**src/rtl/symbol_histogram.sv**
```systemverilog
// Symbol-frequency collector: counts legal symbols, buffers the sequence, exposes random read.
// Latency: Fin/Len/counts update on the accepting edge; Rd_data is 1 cycle behind Rd_addr.
// Backpressure: In_ready high only while collecting; drops to 0 once full or terminated.
module symbol_histogram #(
  parameter int SYM_W   = 4,
  parameter int NUM_SYM = 10,
  parameter int LEN_W   = 8,
  parameter int CNT_W   = 9
) (
  input  logic                     Clk_in,
  input  logic                     nRst,
  input  logic                     Start,
  input  logic                     In_valid,
  input  logic [SYM_W-1:0]         Data_in,
  output logic                     In_ready,
  output logic [NUM_SYM*CNT_W-1:0] Cnt_all,
  output logic [LEN_W:0]           Len,
  output logic                     Busy,
  output logic                     Fin,
  output logic                     Term,
  input  logic [LEN_W-1:0]         Rd_addr,
  output logic [SYM_W-1:0]         Rd_data
);

  localparam int MAX_LEN = 1 << LEN_W;
  localparam logic [SYM_W:0] NUM_LIM  = (SYM_W+1)'(NUM_SYM);
  localparam logic [LEN_W:0] LAST_LEN = (LEN_W+1)'(MAX_LEN - 1);
  localparam logic [LEN_W:0] LEN_ONE  = (LEN_W+1)'(1);
  localparam logic [CNT_W-1:0] CNT_ONE = CNT_W'(1);

  // A counter narrower than LEN_W+1 could wrap on a full buffer of one symbol.
  generate
    if (CNT_W < LEN_W + 1) begin : g_bad_cnt_w
      $error("symbol_histogram: CNT_W must be >= LEN_W+1");
    end
    if (NUM_SYM > (1 << SYM_W)) begin : g_bad_num_sym
      $error("symbol_histogram: NUM_SYM must be <= 2**SYM_W");
    end
  endgenerate

  typedef enum logic [1:0] {
    S_IDLE,
    S_COLLECT,
    S_DONE
  } state_t;

  state_t           state;
  logic [LEN_W:0]   len_q;
  logic [CNT_W-1:0] cnt [NUM_SYM];
  logic [SYM_W-1:0] mem [MAX_LEN];

  logic accept;
  logic legal;
  logic last;

  assign accept = In_valid & In_ready;
  // Symbols at or above NUM_SYM are terminators rather than data.
  assign legal  = ({1'b0, Data_in} < NUM_LIM);
  // This accept fills the final buffer slot.
  assign last   = (len_q == LAST_LEN);
  assign Len    = len_q;

  // Control FSM with registered handshake/status outputs and the length counter.
  always_ff @(posedge Clk_in or negedge nRst) begin
    if (!nRst) begin
      state    <= S_IDLE;
      Busy     <= 1'b0;
      In_ready <= 1'b0;
      Fin      <= 1'b0;
      Term     <= 1'b0;
      len_q    <= '0;
    end else if (Start) begin
      // Start wins over any same-cycle handshake; that symbol is dropped.
      state    <= S_COLLECT;
      Busy     <= 1'b1;
      In_ready <= 1'b1;
      Fin      <= 1'b0;
      Term     <= 1'b0;
      len_q    <= '0;
    end else begin
      case (state)
        S_COLLECT: begin
          if (accept) begin
            if (legal) begin
              len_q <= len_q + LEN_ONE;
              if (last) begin
                state    <= S_DONE;
                Busy     <= 1'b0;
                In_ready <= 1'b0;
                Fin      <= 1'b1;
                Term     <= 1'b0;
              end
            end else begin
              state    <= S_DONE;
              Busy     <= 1'b0;
              In_ready <= 1'b0;
              Fin      <= 1'b1;
              Term     <= 1'b1;
            end
          end
        end
        default: begin
          // IDLE and DONE hold everything until Start.
        end
      endcase
    end
  end

  // Per-symbol occurrence counters, cleared by Start.
  always_ff @(posedge Clk_in or negedge nRst) begin
    if (!nRst) begin
      for (int k = 0; k < NUM_SYM; k++) cnt[k] <= '0;
    end else if (Start) begin
      for (int k = 0; k < NUM_SYM; k++) cnt[k] <= '0;
    end else if (accept && legal) begin
      for (int k = 0; k < NUM_SYM; k++) begin
        if (Data_in == SYM_W'(k)) cnt[k] <= cnt[k] + CNT_ONE;
      end
    end
  end

  // Sequence buffer write; contents survive reset and Start.
  always_ff @(posedge Clk_in) begin
    if (accept && legal && !Start) mem[len_q[LEN_W-1:0]] <= Data_in;
  end

  // Registered read port; a same-address write this cycle is not yet visible.
  always_ff @(posedge Clk_in or negedge nRst) begin
    if (!nRst) Rd_data <= '0;
    else       Rd_data <= mem[Rd_addr];
  end

  generate
    for (genvar gk = 0; gk < NUM_SYM; gk++) begin : g_cnt_flat
      assign Cnt_all[gk*CNT_W +: CNT_W] = cnt[gk];
    end
  endgenerate

endmodule

```
**config.mk**
```make
export PLATFORM = sky130hd
export DESIGN_NAME = symbol_histogram
export DESIGN_NICKNAME = d
export VERILOG_FILES = /design/src/rtl/symbol_histogram.sv
export SDC_FILE = /design/constraint.sdc
export NUM_CORES = 1
export LEC_CHECK = 0
export BUFFER_PORTS_ARGS = -buffer_cell sky130_fd_sc_hd__buf_2
export CAP_MARGIN = 30
export CORE_ASPECT_RATIO = 1.75
export CORE_UTILIZATION = 53
export CTS_BUF_LIST = sky130_fd_sc_hd__clkbuf_4
export DETAILED_ROUTE_END_ITERATION = 7
export PLACE_DENSITY_LB_ADDON = 0.2
export SYNTH_ARGS = -nofsm -noshare
export SYNTH_HDL_FRONTEND = slang
export SYNTH_SLANG_ARGS = --single-unit
```
**constraint.sdc**
```tcl
create_clock -name Clk_in -period 2.1 [get_ports Clk_in]
set_input_delay 0.21 -clock Clk_in [delete_from_list [all_inputs] [get_ports Clk_in]]
set_output_delay 0.21 -clock Clk_in [all_outputs]
set_load 0.005 [all_outputs]
```
Word-level counts from Yosys, hierarchy flattened
Memories as Yosys holds them, arrays and structs flattened. A register that Yosys moved wholly into a read port is not among the register bits.
Index checks and enable logic that the tools add are counted.
{"block": "totals", "ff_bits": 104, "ramBits": 1024, "input_bits": 16, "out_inout_bits": 107, "memories": 1}
{"memory": "mem", "words": 256, "word_bits": 4, "rd": 1, "rd_clocked_by_memory_dff": 1, "write_ports": 1, "line": "50", "text": "logic [SYM_W-1:0] mem [MAX_LEN];"}
{"block": "classes", "addsub": 11, "n_lt_le_gt_ge": 1, "n_eq_ne": 12, "muxes": 37, "bitwise": 1, "reduce_logical": 31}
{"operator": "two-way mux 90 bit", "n": 2}
{"operator": "two-way mux 9 bit", "n": 14}
{"operator": "adder 9 x 1 -> 9 bit (second input constant)", "n": 11}
{"operator": "nonzero test 2 bit", "n": 14}
{"operator": "AND reduction 2 bit", "n": 10}
{"operator": "equality test 4 x 3 -> 1 bit (second input constant)", "n": 4}
{"operator": "two-way mux 1 bit", "n": 16}
{"operator": "two-way mux 2 bit", "n": 5}
{"operator": "equality test 9 x 8 -> 1 bit (second input constant)", "n": 1}
{"operator": "equality test 4 x 2 -> 1 bit (second input constant)", "n": 2}
{"operator": "equality test 4 bit (second input constant)", "n": 2}
{"operator": "AND reduction 3 bit", "n": 2}
{"operator": "equality test 4 x 1 -> 1 bit (second input constant)", "n": 1}
{"operator": "logical NOT 4 bit", "n": 1}
{"operator": "< comparator 4 bit (second input constant)", "n": 1}
{"operator": "inequality test 3 x 2 -> 1 bit (second input constant)", "n": 1}
{"operator": "equality test 2 x 1 -> 1 bit (second input constant)", "n": 1}
{"operator": "logical AND 1 bit", "n": 2}
{"operator": "logical NOT 1 bit", "n": 2}
{"operator": "bitwise AND 1 bit", "n": 1}

Longest topological paths before layout
{"block": "depth", "ltp_word": 6, "ltp_mapped": 11, "mapped_depth_nobuf": 8}

Worst setup path before layout
Ideal clock, no wire load.
{"block": "synth_path", "kind": "register -> register", "start": "register, netlist name state[0]", "end": "memory mem[144][0], enable pin", "arrival_time_ns": 1.927, "setup_slack_ns": -0.157, "stages_incl_launch_ff": 7, "n_path_buf": 2, "synth_period_minus_slack_ns": 2.257, "cell_sequence": "dfrtp_1 nand2_1 nor3_2 clkbuf_1 nand3_1 clkbuf_1 nor2_1"}
{"item": "end: declaration", "line": "50"}

Worst setup path in the final report
{"block": "layout_path", "start": "register len_q[0], in the netlist Len[0]", "end": "memory mem[36][2], enable pin"}
{"item": "start: declaration", "line": "48", "text": "logic [LEN_W:0] len_q;"}
{"item": "start signal: assignment", "line": "85", "text": "len_q <= len_q + LEN_ONE;"}
Straight into the memory's write port.

==> flow_summary_export.csv <==
group,metric,value,unit
status,outcome,"finished, violations left",
status,violations,"negative setup slack",
yosys,synth-xor-area-share,1.46,%
die,die_w,223,µm
setup_path,critPathKind,"reg2reg",
clock_tree,clock_latency,1.22,ns
sta,drv_slew,0,
yosys,synth-compound-area-share,3.83,%
detailed_routing,via_per_inst,5.99,
global_route,grt_antenna_before_repair,6,
global_route,met2_usage,50.7,%
sta,holdWs,0.0988,ns
power,p_clk_share,36.9,%
sta,finalCriticalPeriod,2.14,ns
die,start_util,53.7,%
yosys,syn_area,45500,µm²
job,drv_cap,0,
setup_path,start_kind,"flip-flop",
final_layout,final_net_count,3138,
global_route,gr-usage-met1,29.9,%
clock_tree,cts_tree,"built",
final_layout,drive_above_1_share,33.9,%
yosys,yosysSeqAreaShare,73.4,%
yosys,yosys_warnings,0,
yosys,syn_nets,2618,
power,peakVddDrop,0.000579,V
setup_path,critPathCaptureType,"flip-flop",
global_route,busiest_layer,"met2",
global_route,grt_max_degree,215,
power,swShare,23.2,%
setup_path,r2r_setup_slack,-0.04,ns
setup_path,critPathLaunch,"Len[0]",
yosys,syn_inst,2587,
sta,rsz0062_at_grt,"true",
die,core_area,84700,µm²
sta,skew,0.0577,ns
sta,min_period_over_period,102,%
min_path,hp-class,"in2reg",
die,rows,141,
power,power_density,806,nW/µm²
clock_tree,htreeDepth,4,
final_layout,fill_cells,6121,
setup_path,regToRegEndpoint,"mem[36][2]",
setup_path,crit_end,"mem[36][2]",
clock_tree,cts_num_sinks,1130,
yosys,synthMuxAreaShare,13.1,%
setup_path,r2r_cells,6,
yosys,async_flop_share,9.38,%
place,place.gp.congestion,0.866,
sta,relSlewSlack,8.25,%
clock_tree,clk_path_buf_depth,3,
final_layout,syn_to_final_growth,16.9,%
setup_path,crit_fanout,11,
setup_path,r2r-start,"Len[0]",
place,dp_worst_setup_slack,-0.678,ns
power,p_leak,18.3,nW
die,dieHeight,390,µm
global_route,grt_pass1_wl,173000,µm
yosys,synthFlopType,"edfxtp_1",
global_route,grt_pass1_vias,28100,
detailed_routing,drtIter0Drc,2299,
global_route,grt_usage,27.5,%
die,die-area,87100,µm²
yosys,synth_fa_ha_area_share,0.413,%
yosys,ys_types,60,
power,pwr-share-comb,5.8,%
detailed_routing,ant_nets,0,
setup_path,cp.required,2.93,ns
sta,worst_slew_pin_slew,1.38,ns
sta,timing_hold_violations_final,0,
power,p_int,0.0329,W
setup_path,cp.arrival,2.97,ns
place,numPortBuffers,122,
yosys,synth_top_family_by_area,"multiplexers",
yosys,synthSimpleGateAreaFrac,6.07,%
detailed_routing,first_pass_iters,6,
sta,setup_viol_count_final,18,
detailed_routing,avgRoutedWirePerCell,26.6,µm
yosys,synth_seq_cells,1130,
clock_tree,path_clk_slew,0.07,ns
global_route,overflow,0,
power,seqPwrFrac,57.3,%
yosys,syn_area_per_cell,17.6,µm²
sta,worst_slack,-0.0371,ns
detailed_routing,drc,0,
place,hpwl,76800,µm
detailed_routing,wl,117000,µm
sta,max_freq,468,MHz
clock_tree,numCtsBuffers,233,
die,pin_count,123,
yosys,synth_edf_count,1024,
clock_tree,clk_root_buffer_cell,"clkbuf_4",
power,p_switching,0.00993,W
detailed_routing,num_vias,26300,
global_route,met3_usage,5.70,%
-- Yosys cell counts, types with 4 or more instances --
| cell type | count | area share (%) |
|---|---|---|
| o21ai_0 | 20 | 0.22 |
| and2_1 | 6 | 0.083 |
| nor4_1 | 7 | 0.096 |
| mux4_2 | 220 | 11 |
| a32oi_1 | 4 | 0.077 |
| nor3_1 | 18 | 0.20 |
| buf_2 | 35 | 0.39 |
| nor2_1 | 382 | 3.2 |
| o211a_1 | 9 | 0.20 |
| mux2_2 | 5 | 0.12 |
| a2111oi_0 | 8 | 0.15 |
| o31ai_1 | 10 | 0.17 |
| nand2b_1 | 8 | 0.11 |
| nor2b_1 | 16 | 0.22 |
| inv_1 | 10 | 0.083 |
| buf_1 | 9 | 0.074 |
| buf_6 | 9 | 0.22 |
| nand2_1 | 90 | 0.74 |
| clkbuf_1 | 87 | 0.72 |
| a221oi_1 | 5 | 0.096 |
| or3_1 | 14 | 0.19 |
| o221ai_1 | 5 | 0.096 |
| buf_4 | 9 | 0.15 |
| o2111ai_1 | 8 | 0.15 |
| nor3_2 | 4 | 0.088 |
| a21o_1 | 5 | 0.083 |
| xor2_1 | 54 | 1.0 |
| a21oi_1 | 63 | 0.69 |
| nand3_1 | 52 | 0.57 |
| a22oi_1 | 57 | 0.94 |
| dfrtp_1 | 106 | 5.8 |
| nand4_1 | 24 | 0.33 |
| mux2i_1 | 95 | 2.1 |
| ha_1 | 15 | 0.41 |
| and3_1 | 5 | 0.069 |
| edfxtp_1 | 1024 | 68 |
| a211oi_1 | 29 | 0.48 |
| xnor2_1 | 22 | 0.42 |
| o2111a_1 | 4 | 0.099 |
-- final cells by class --
cell class	instances	area, µm²	share of cell area, %
flip-flops and latches	1130	33400	62.8
multi-input cells	1295	11700	21.9
repair buffers	436	3750	7.05
clock buffers	311	2330	4.39
well taps	1072	1340	2.52
clock inverters	123	617	1.16
inverters	11	41.3	0.0776
diodes	9	22.5	0.0423
-- flip-flops by register name (all words and copies together), names as in the netlist --
signal / flops
Rd_data: 4
Cnt_all: 90
mem: 1024
Term: 1
state: 2
Len: 9
-- worst min path at each step --
stage	startpoint	to	slack, ns	depth (start not counted)
detailed placement	nRst	Cnt_all[87]	0.26	1
CTS	Rd_addr[2]	Rd_data[1]	0.04	7
global route	Rd_addr[0]	Rd_data[0]	0.07	7
global placement	nRst	Cnt_all[62]	0.26	1
floorplan	nRst	Cnt_all[0]	-0.09	0
finish	Rd_addr[0]	Rd_data[0]	0.1	7
-- metrics by stage --
step	util (%)	cell area (µm²)	total power, W	cells	setup TNS, ns
2_1_floorplan	-	45500	0.0262	2587	-21.78
3_3_place_gp	58.5	49600	0.0274	3916	-2.89
3_5_place_dp	58.5	49600	0.0274	3916	-7.00
4_1_cts	62.5	52900	0.0431	4377	-0.198
5_1_grt	62.8	53200	0.0442	4384	-2.40
6_report	62.8	53200	0.0428	4387	-0.300
-- worst max-delay path: stages, from the launching register on --
cell and delay (ns):
dfrtp_1 0.40, buf_4 0.15, inv_1 0.08, ha_1 0.26, nand3_1 0.20, buf_4 0.30, nor2_1 0.36
-- what timing repair did --
action | 4_1_cts | 5_1_grt
hold endpoints to repair | 1424 | 0
endpoints found under the setup margin | 26 | 313
hold buffers | 19 | 0
gates resized for setup | 28 | 98
setup buffers | 13 | 3
pin swaps | 11 | 12
-- power by group through the flow --
stage	clock, W	combinational (W)	sequential [W]
after global placement	0	0.00233	0.0251
after detailed placement	0	0.00239	0.0251
after floorplan	0	0.00113	0.0251
final	0.0158	0.00247	0.0246
after global routing	0.0171	0.00260	0.0246
after CTS	0.0161	0.00247	0.0246
-- layout by cell type (no fill, tap or decap), types with 19 or more instances in the layout --
cell	count
a211oi_1	24
a21oi_1	60
a22oi_1	56
buf_12	51
buf_2	111
buf_4	243
clkbuf_4	311
clkinv_1	80
clkinv_2	28
dfrtp_1	97
edfxtp_1	1024
mux2i_1	95
mux4_2	220
nand2_1	89
nand3_1	51
nand4_1	24
nor2_1	294
nor2_2	88
o21ai_0	19
xnor2_1	22
xor2_1	54
-- per-layer routing --
metal | routed length (µm) | vias to the layer above | share of wire (%)
li1 | - | 11400 | -
met1 | 39000 | 13400 | 33
met2 | 65000 | 1137 | 56
met3 | 7580 | 267 | 6.5
met4 | 4970 | 4 | 4.3
met5 | 25 | - | 0.021
-- cells by family after synthesis --
kind of cell	count (synthesis)
muxes	320
buffers and inverters	162
DFF	1130
AOI/OAI and AO/OA	248
and+or+nand+nor	636
adders and majority gates	15
xor gates and xnor gates	76
No activity file was read; power rests on OpenSTA's default activity.
